===== config.mk =====
export PLATFORM = sky130hd
export DESIGN_NAME = spi_cmd_frontend
export DESIGN_NICKNAME = d
export VERILOG_FILES = /design/src/rtl/spi_cmd_frontend.sv
export SDC_FILE = /design/constraint.sdc
export NUM_CORES = 1
export LEC_CHECK = 0
export BUFFER_PORTS_ARGS = -buffer_cell sky130_fd_sc_hd__buf_2
export CAP_MARGIN = 5
export CORE_ASPECT_RATIO = 1.5
export CORE_MARGIN = 10
export CORE_UTILIZATION = 60
export DETAILED_ROUTE_END_ITERATION = 7
export GPL_TIMING_DRIVEN = 0
export HOLD_SLACK_MARGIN = 0.1
export PLACE_DENSITY_LB_ADDON = 0.2
export SYNTH_ARGS = -nofsm -noshare
export SYNTH_HDL_FRONTEND = slang
export SYNTH_SLANG_ARGS = --single-unit

===== constraint.sdc =====
create_clock -name clk -period 3 [get_ports clk]
set_input_delay 0.9 -clock clk [delete_from_list [all_inputs] [get_ports clk]]
set_output_delay 0.9 -clock clk [all_outputs]
set_load 0.02 [all_outputs]

===== src/rtl/spi_cmd_frontend.sv =====
// SPI mode-0 slave front end: pin synchronisers, command decode, read serialiser.
// Define SPI_FE_AUTOINC_EN for burst (auto-increment) frames.
module spi_cmd_frontend #(
   parameter int ADDR_W      = 3,
   parameter int DATA_W      = 8,
   parameter int SYNC_STAGES = 2
) (
   input  logic              clk,
   input  logic              reset,
   input  logic              sclk,
   input  logic              cs,
   input  logic              mosi,
   output logic              miso,
   output logic              wr_en,
   output logic [ADDR_W-1:0] wr_addr,
   output logic [DATA_W-1:0] wr_data,
   output logic              rd_req,
   output logic [ADDR_W-1:0] rd_addr,
   input  logic [DATA_W-1:0] rd_data,
   output logic              busy,
   output logic              frame_err
);

   localparam int CNT_W = $clog2(DATA_W);
   localparam logic [CNT_W-1:0] LAST = CNT_W'(DATA_W - 1);

   typedef enum logic [2:0] {
      IDLE,
      CMD,
      WDATA,
      RDATA,
      DONE
   } state_t;

   logic [SYNC_STAGES-1:0] cs_sq, sclk_sq, mosi_sq, vld_q;
   logic                   cs_prev_q, sclk_prev_q, armed_q;

   logic                   cs_s, sclk_s, mosi_s;
   logic                   sclk_rise, sclk_fall, cs_rise, byte_done;
   logic [DATA_W-1:0]      byte_in;

   state_t                 state_q;
   logic [CNT_W-1:0]       bit_cnt_q;
   logic [DATA_W-2:0]      sin_q;
   logic [DATA_W-1:0]      sout_q;
   logic [ADDR_W-1:0]      addr_q;
   logic                   rd_pend_q, wdone_q;
   logic                   wr_en_q, rd_req_q, err_q;
   logic [ADDR_W-1:0]      wr_addr_q, rd_addr_q;
   logic [DATA_W-1:0]      wr_data_q;

   // vld_q marks when the sync chains hold real pin samples, not reset values
   always_ff @(posedge clk or negedge reset) begin
      if (!reset) begin
         cs_sq       <= '1;
         sclk_sq     <= '0;
         mosi_sq     <= '0;
         vld_q       <= '0;
         cs_prev_q   <= 1'b1;
         sclk_prev_q <= 1'b0;
         armed_q     <= 1'b0;
      end else begin
         cs_sq       <= {cs_sq[SYNC_STAGES-2:0], cs};
         sclk_sq     <= {sclk_sq[SYNC_STAGES-2:0], sclk};
         mosi_sq     <= {mosi_sq[SYNC_STAGES-2:0], mosi};
         vld_q       <= {vld_q[SYNC_STAGES-2:0], 1'b1};
         cs_prev_q   <= cs_s;
         sclk_prev_q <= sclk_s;
         if (vld_q[SYNC_STAGES-1] && cs_s)
            armed_q <= 1'b1;
      end
   end

   assign cs_s      = cs_sq[SYNC_STAGES-1];
   assign sclk_s    = sclk_sq[SYNC_STAGES-1];
   assign mosi_s    = mosi_sq[SYNC_STAGES-1];
   assign sclk_rise = sclk_s & ~sclk_prev_q;
   assign sclk_fall = ~sclk_s & sclk_prev_q;
   assign cs_rise   = cs_s & ~cs_prev_q;
   assign byte_in   = {sin_q, mosi_s};
   assign byte_done = sclk_rise && (bit_cnt_q == LAST);

   always_ff @(posedge clk or negedge reset) begin
      if (!reset) begin
         state_q   <= IDLE;
         bit_cnt_q <= '0;
         sin_q     <= '0;
         sout_q    <= '0;
         addr_q    <= '0;
         rd_pend_q <= 1'b0;
         wdone_q   <= 1'b0;
         wr_en_q   <= 1'b0;
         rd_req_q  <= 1'b0;
         err_q     <= 1'b0;
         wr_addr_q <= '0;
         wr_data_q <= '0;
         rd_addr_q <= '0;
      end else begin
         wr_en_q   <= 1'b0;
         rd_req_q  <= 1'b0;
         err_q     <= 1'b0;
         rd_pend_q <= rd_req_q;
         if (state_q == IDLE) begin
            bit_cnt_q <= '0;
            wdone_q   <= 1'b0;
            if (armed_q && !cs_s)
               state_q <= CMD;
         end else if (cs_rise) begin
            state_q   <= IDLE;
            bit_cnt_q <= '0;
            sin_q     <= '0;
            sout_q    <= '0;
            wdone_q   <= 1'b0;
            err_q     <= (bit_cnt_q != '0) ||
                         (state_q == WDATA && !wdone_q);
         end else begin
            if (sclk_rise) begin
               sin_q     <= byte_in[DATA_W-2:0];
               bit_cnt_q <= (bit_cnt_q == LAST) ? '0 : bit_cnt_q + 1'b1;
            end
            if (state_q == RDATA && sclk_fall && bit_cnt_q != '0)
               sout_q <= sout_q << 1;
            if (state_q == RDATA && rd_pend_q)
               sout_q <= rd_data;
            if (byte_done) begin
               unique case (state_q)
                  CMD: begin
                     addr_q <= byte_in[ADDR_W-1:0];
                     if (byte_in[DATA_W-1]) begin
                        state_q <= WDATA;
                     end else begin
                        rd_req_q  <= 1'b1;
                        rd_addr_q <= byte_in[ADDR_W-1:0];
                        state_q   <= RDATA;
                     end
                  end
                  WDATA: begin
                     wr_en_q   <= 1'b1;
                     wr_addr_q <= addr_q;
                     wr_data_q <= byte_in;
`ifdef SPI_FE_AUTOINC_EN
                     addr_q    <= addr_q + 1'b1;
                     wdone_q   <= 1'b1;
`else
                     state_q   <= DONE;
`endif
                  end
                  RDATA: begin
`ifdef SPI_FE_AUTOINC_EN
                     rd_req_q  <= 1'b1;
                     rd_addr_q <= addr_q + 1'b1;
                     addr_q    <= addr_q + 1'b1;
`else
                     state_q   <= DONE;
`endif
                  end
                  default: ;
               endcase
            end
         end
      end
   end

   assign miso      = (state_q == RDATA) & sout_q[DATA_W-1];
   assign busy      = (state_q != IDLE);
   assign wr_en     = wr_en_q;
   assign wr_addr   = wr_addr_q;
   assign wr_data   = wr_data_q;
   assign rd_req    = rd_req_q;
   assign rd_addr   = rd_addr_q;
   assign frame_err = err_q;

endmodule


======== After elaboration in Yosys (flattened, before gate mapping) ========
Cells that the tools add are included.
storage, ports and cells
  bits in registers ....................... 54
  bits of input ports ..................... 13
cells by class
  add/subtract/negate cells ............... 1
  equal/unequal tests ..................... 5
  mux-type cells .......................... 28
  bitwise gates (word level) .............. 10
  reduce and logical (&&, ||, !) cells .... 26
operator list
  operator               count
  $mux W3                8
  $mux W8                3
  $reduce_bool A3 Y1     5
  $mux W1                14
  $mux W7                2
  $reduce_and A4 Y1      2
  $logic_and A1 B1 Y1    7
  $eq A3 B2 Y1 const B   2
  $not A1 Y1             6
  $pmux W3 S2            1
  $reduce_and A5 Y1      1
  $and A1 B1 Y1          4
  $reduce_and A2 Y1      2
  $reduce_bool A2 Y1     2
  $reduce_bool A4 Y1     1
  $add A3 B1 Y3 const B  1
  $eq A3 B1 Y1 const B   1
  $eq A3 B3 Y1 const B   1
  $logic_not A3 Y1       1
  $reduce_and A3 Y1      1
  $logic_not A1 Y1       2
  $ne A2 B1 Y1 const B   1
  $reduce_or A2 Y1       1
  $logic_or A1 B1 Y1     1

======== Longest topological paths before layout ========
  depth after elaboration ................. 7
  gate-level depth with buffers ........... 7
  gate-level depth less buffers ........... 6

======== Least setup slack after synthesis ========
No wires, ideal clock.
  kind .................................... reg-to-output
  from .................................... register state_q[2]
  to ...................................... output port busy
  data arrival time ....................... 0.924 ns
  setup slack ............................. 1.176 ns
  stages on the path, launching flop included .. 3
  buffers on the path ..................... 1
  path through ............................ dfrtp_1 -> or3_1 -> buf_2
on the way
  longest elaborated chain between the ends .. 1
ends and longest elaborated chain
  item                    RTL line  source
  from (decl)             42        state_t state_q;
  from (signal assigned)  85        state_q <= IDLE;
  from (signal assigned)  107       state_q <= CMD;
  from (signal assigned)  109       state_q <= IDLE;
  $reduce_bool A3 Y1      165       assign busy = (state_q != IDLE);
  to (decl)               20        output logic busy,
Every way passes these cells.

======== Worst setup path after layout ========
Ends and elaborated chain as after synthesis.

==> results_dict.tcl <==
set metrics [dict create \
    ant_nets 0 \
    vias_per_cell 5.72 \
    io_pins 32 \
    fillers 248 \
    clock-sinks 53 \
    ir_drop_uv 559 \
    cts_setup_buffers 0 \
    seqPwrFrac_pct 56.8 \
    critical_path.max_fanout 7 \
    layout.nets 224 \
    grt_pass1_wl_mm 7.18 \
    layout-drive-gt1-share_pct 33.5 \
    syn_area_per_cell_um2 13.0 \
    wl_per_cell_um 17.1 \
    fin_crit_sh_pct 77.9 \
    synthArstFlopShare_pct 100 \
    synth-edff-count 0 \
    r2r_slack_ps 1120 \
    status "finished, final reports clean" \
    first_pass_iters 5 \
    pwr-share-comb_pct 8.5 \
    fin_util_pct 72.5 \
    diodes 0 \
    finalCriticalPeriod_ps 2340 \
    max-slew-margin-rel_pct 24.8 \
    cts-resized-gates 0 \
    min_path_type "flop to flop" \
    die_area_mm2 0.00655 \
    grt_usage_pct 13.3 \
    routed_wirelength_mm 4.29 \
    grt_antenna_before_repair 0 \
    vias 1436 \
    finalClockSkew_ps 3.15 \
    worst_pin_slew_ps 1130 \
    swShare_pct 23.5 \
    overflow 0 \
    first_iter_violations 52 \
    start_util_pct 63.4 \
    yosys.area.top_type_share_pct 56.7 \
    first_global_vias 1561 \
    reg2reg_depth 4 \
    routabilityCongestion 0.860 \
    dieHeight_um 94.3 \
    worstSetupStartpointType "flop" \
    path_clk_slew_ps 90 \
    hold-path-cell-count 0 \
    yosysWarnings 0 \
    synth_top_cell_by_area "dfrtp_1" \
    hpwl_mm 3.09 \
    power_switching_uw 315 \
    syn-num-nets 186 \
    setup_violations 0 \
    netlist_area_mm2 0.00221 \
    cts-buffers-inserted 5 \
    required_ps 2100 \
    hold_start "cs_sq[0]" \
    arrival_ps 1440 \
    slew_violations 0 \
    synth_top_flop_cell "dfrtp_1" \
    clk_path_buf_depth 2 \
    synth.area.top_cells "dfrtp_1 (57%), mux2_4 (6.1%), mux2_2 (4.1%)" \
    cts_tree "built" \
    port_buffers 31 \
    critPathCaptureType "output pin" \
    syn2layout_area_growth_pct 14.3 \
    hold_violations 0 \
    crit_type "flop to output pin" \
    fmax_ghz 0.428 \
    drc 0 \
    holdPathEnd "cs_sq[1]" \
    yosys_register_bits 53 \
    r2r_end "rd_addr[1]" \
    fp.dieW_um 69.5 \
    clkPwrFrac_pct 34.7 \
    clk_root_buffer_cell "clkbuf_8" \
    seq_area_frac_synth_pct 60.3 \
    leakagePower_uw 0.00132 \
    grt_setup_unrepaired "false" \
    cts_hold_buf 0 \
    power_density_mw_per_mm2 533 \
    synthCells 170 \
    cts.htree.levels 2 \
    grt_max_degree 54 \
    cap_violations 0 \
    r2r-start "cs_prev_q" \
    tns_ps 0 \
    core_mm2 0.00348 \
    num_rows 26 \
    synthDistinctLibCells 40 \
    clkLatencyLatePin_ps 300 \
    p_int_uw 1030 \
]
==> worst max path at each step <==
stage / from / slack [ps] / endpoint
after detailed placement: state_q[2] / 1000 / busy
final: state_q[2] / 660 / busy
after global placement: state_q[2] / 1010 / busy
after CTS: state_q[2] / 660 / busy
after global routing: state_q[2] / 610 / busy
after floorplan: state_q[2] / 1180 / busy
==> state kept, by name, summed over array words and instances (netlist names), 2 cells and up <==
name,flops
sout_q,8
wr_data,8
sin_q,7
addr_q,3
bit_cnt_q,3
rd_addr,3
state_q,3
wr_addr,3
cs_sq,2
mosi_sq,2
sclk_sq,2
vld_q,2
==> critical path, stage by stage (launching register included) <==
cell and delay [ps]:
dfrtp_1 430, or3_1 370, buf_2 170, buf_2 170
==> power groups by stage <==
stage / Combinational, µW / Clock [µW] / Sequential (µW)
global placement: 110 / 0 / 776
finish: 114 / 466 / 763
global route: 127 / 504 / 767
floorplan: 69.9 / 0 / 771
detailed placement: 115 / 0 / 778
CTS: 116 / 477 / 764
==> logic make-up after synthesis <==
| kind of cell | Yosys count | share of synthesized area [%] |
|---|---|---|
| and+or+nand+nor | 51 | 13.5 |
| AOI/OAI and AO/OA | 28 | 8.73 |
| muxes | 24 | 13.4 |
| DFF | 53 | 60.3 |
| other | 1 | 0.170 |
| adders and majority gates | 3 | 1.70 |
| buffers and inverters | 10 | 2.21 |
==> layout make-up <==
type | count | area, µm² | share of cell area (%)
clock buffer | 6 | 72.6 | 2.88
clock inverter | 2 | 35.0 | 1.39
tap | 42 | 52.6 | 2.08
sequential | 53 | 1330 | 52.7
multi-input combinational | 107 | 828 | 32.8
inverter | 4 | 15.0 | 0.595
buffer | 6 | 33.8 | 1.34
timing repair buffer | 31 | 155 | 6.15
==> stage by stage <==
stage | setup slack, ps | power, µW | cells | hold WS, ps | instance area (µm²)
final | 663 | 1340 | 251 | 363 | 2520
after floorplan | 1180 | 841 | 170 | 331 | 2210
after global placement | 1010 | 886 | 243 | 333 | 2410
after global routing | 605 | 1400 | 251 | 370 | 2520
after detailed placement | 996 | 893 | 243 | 343 | 2410
after CTS | 656 | 1360 | 251 | 366 | 2520
==> placed cells by master, fill, tap and decap left out, types with 2 or more instances in the layout <==
| master | instances |
|---|---|
| dfrtp_1 | 50 |
| buf_2 | 34 |
| nand2_1 | 13 |
| and3_1 | 9 |
| mux2_4 | 9 |
| mux2_2 | 8 |
| a31oi_1 | 8 |
| a22o_1 | 7 |
| mux2i_1 | 7 |
| nor2_1 | 6 |
| a21oi_1 | 5 |
| clkbuf_8 | 5 |
| inv_1 | 4 |
| nand2b_1 | 4 |
| clkbuf_1 | 3 |
| ha_1 | 3 |
| dfstp_2 | 3 |
| nand2_2 | 2 |
| nand4b_1 | 2 |
| o21ai_0 | 2 |
| nor3b_1 | 2 |
| nand4_1 | 2 |
==> cells in the mapped netlist, types with 2 or more instances <==
| cell type | number |
|---|---|
| nor3b_1 | 2 |
| nand2_2 | 2 |
| nand4_1 | 2 |
| clkbuf_1 | 2 |
| nand2_1 | 13 |
| mux2_2 | 8 |
| a22o_1 | 7 |
| and3_1 | 9 |
| mux2i_1 | 7 |
| buf_2 | 3 |
| nand2b_1 | 4 |
| a31oi_1 | 8 |
| nand4b_1 | 2 |
| ha_1 | 3 |
| inv_1 | 4 |
| a21oi_1 | 5 |
| mux2_4 | 9 |
| o21ai_0 | 2 |
| dfrtp_1 | 50 |
| nor2_1 | 6 |
| dfstp_2 | 3 |
==> per-layer routing <==
metal,part of all wire (%),GRT usage (%)
met1,43,14.1
met2,52,23.5
met3,3.2,3.92
met4,1.8,6.40
met5,0,0
(Power assumes the default switching activity.)
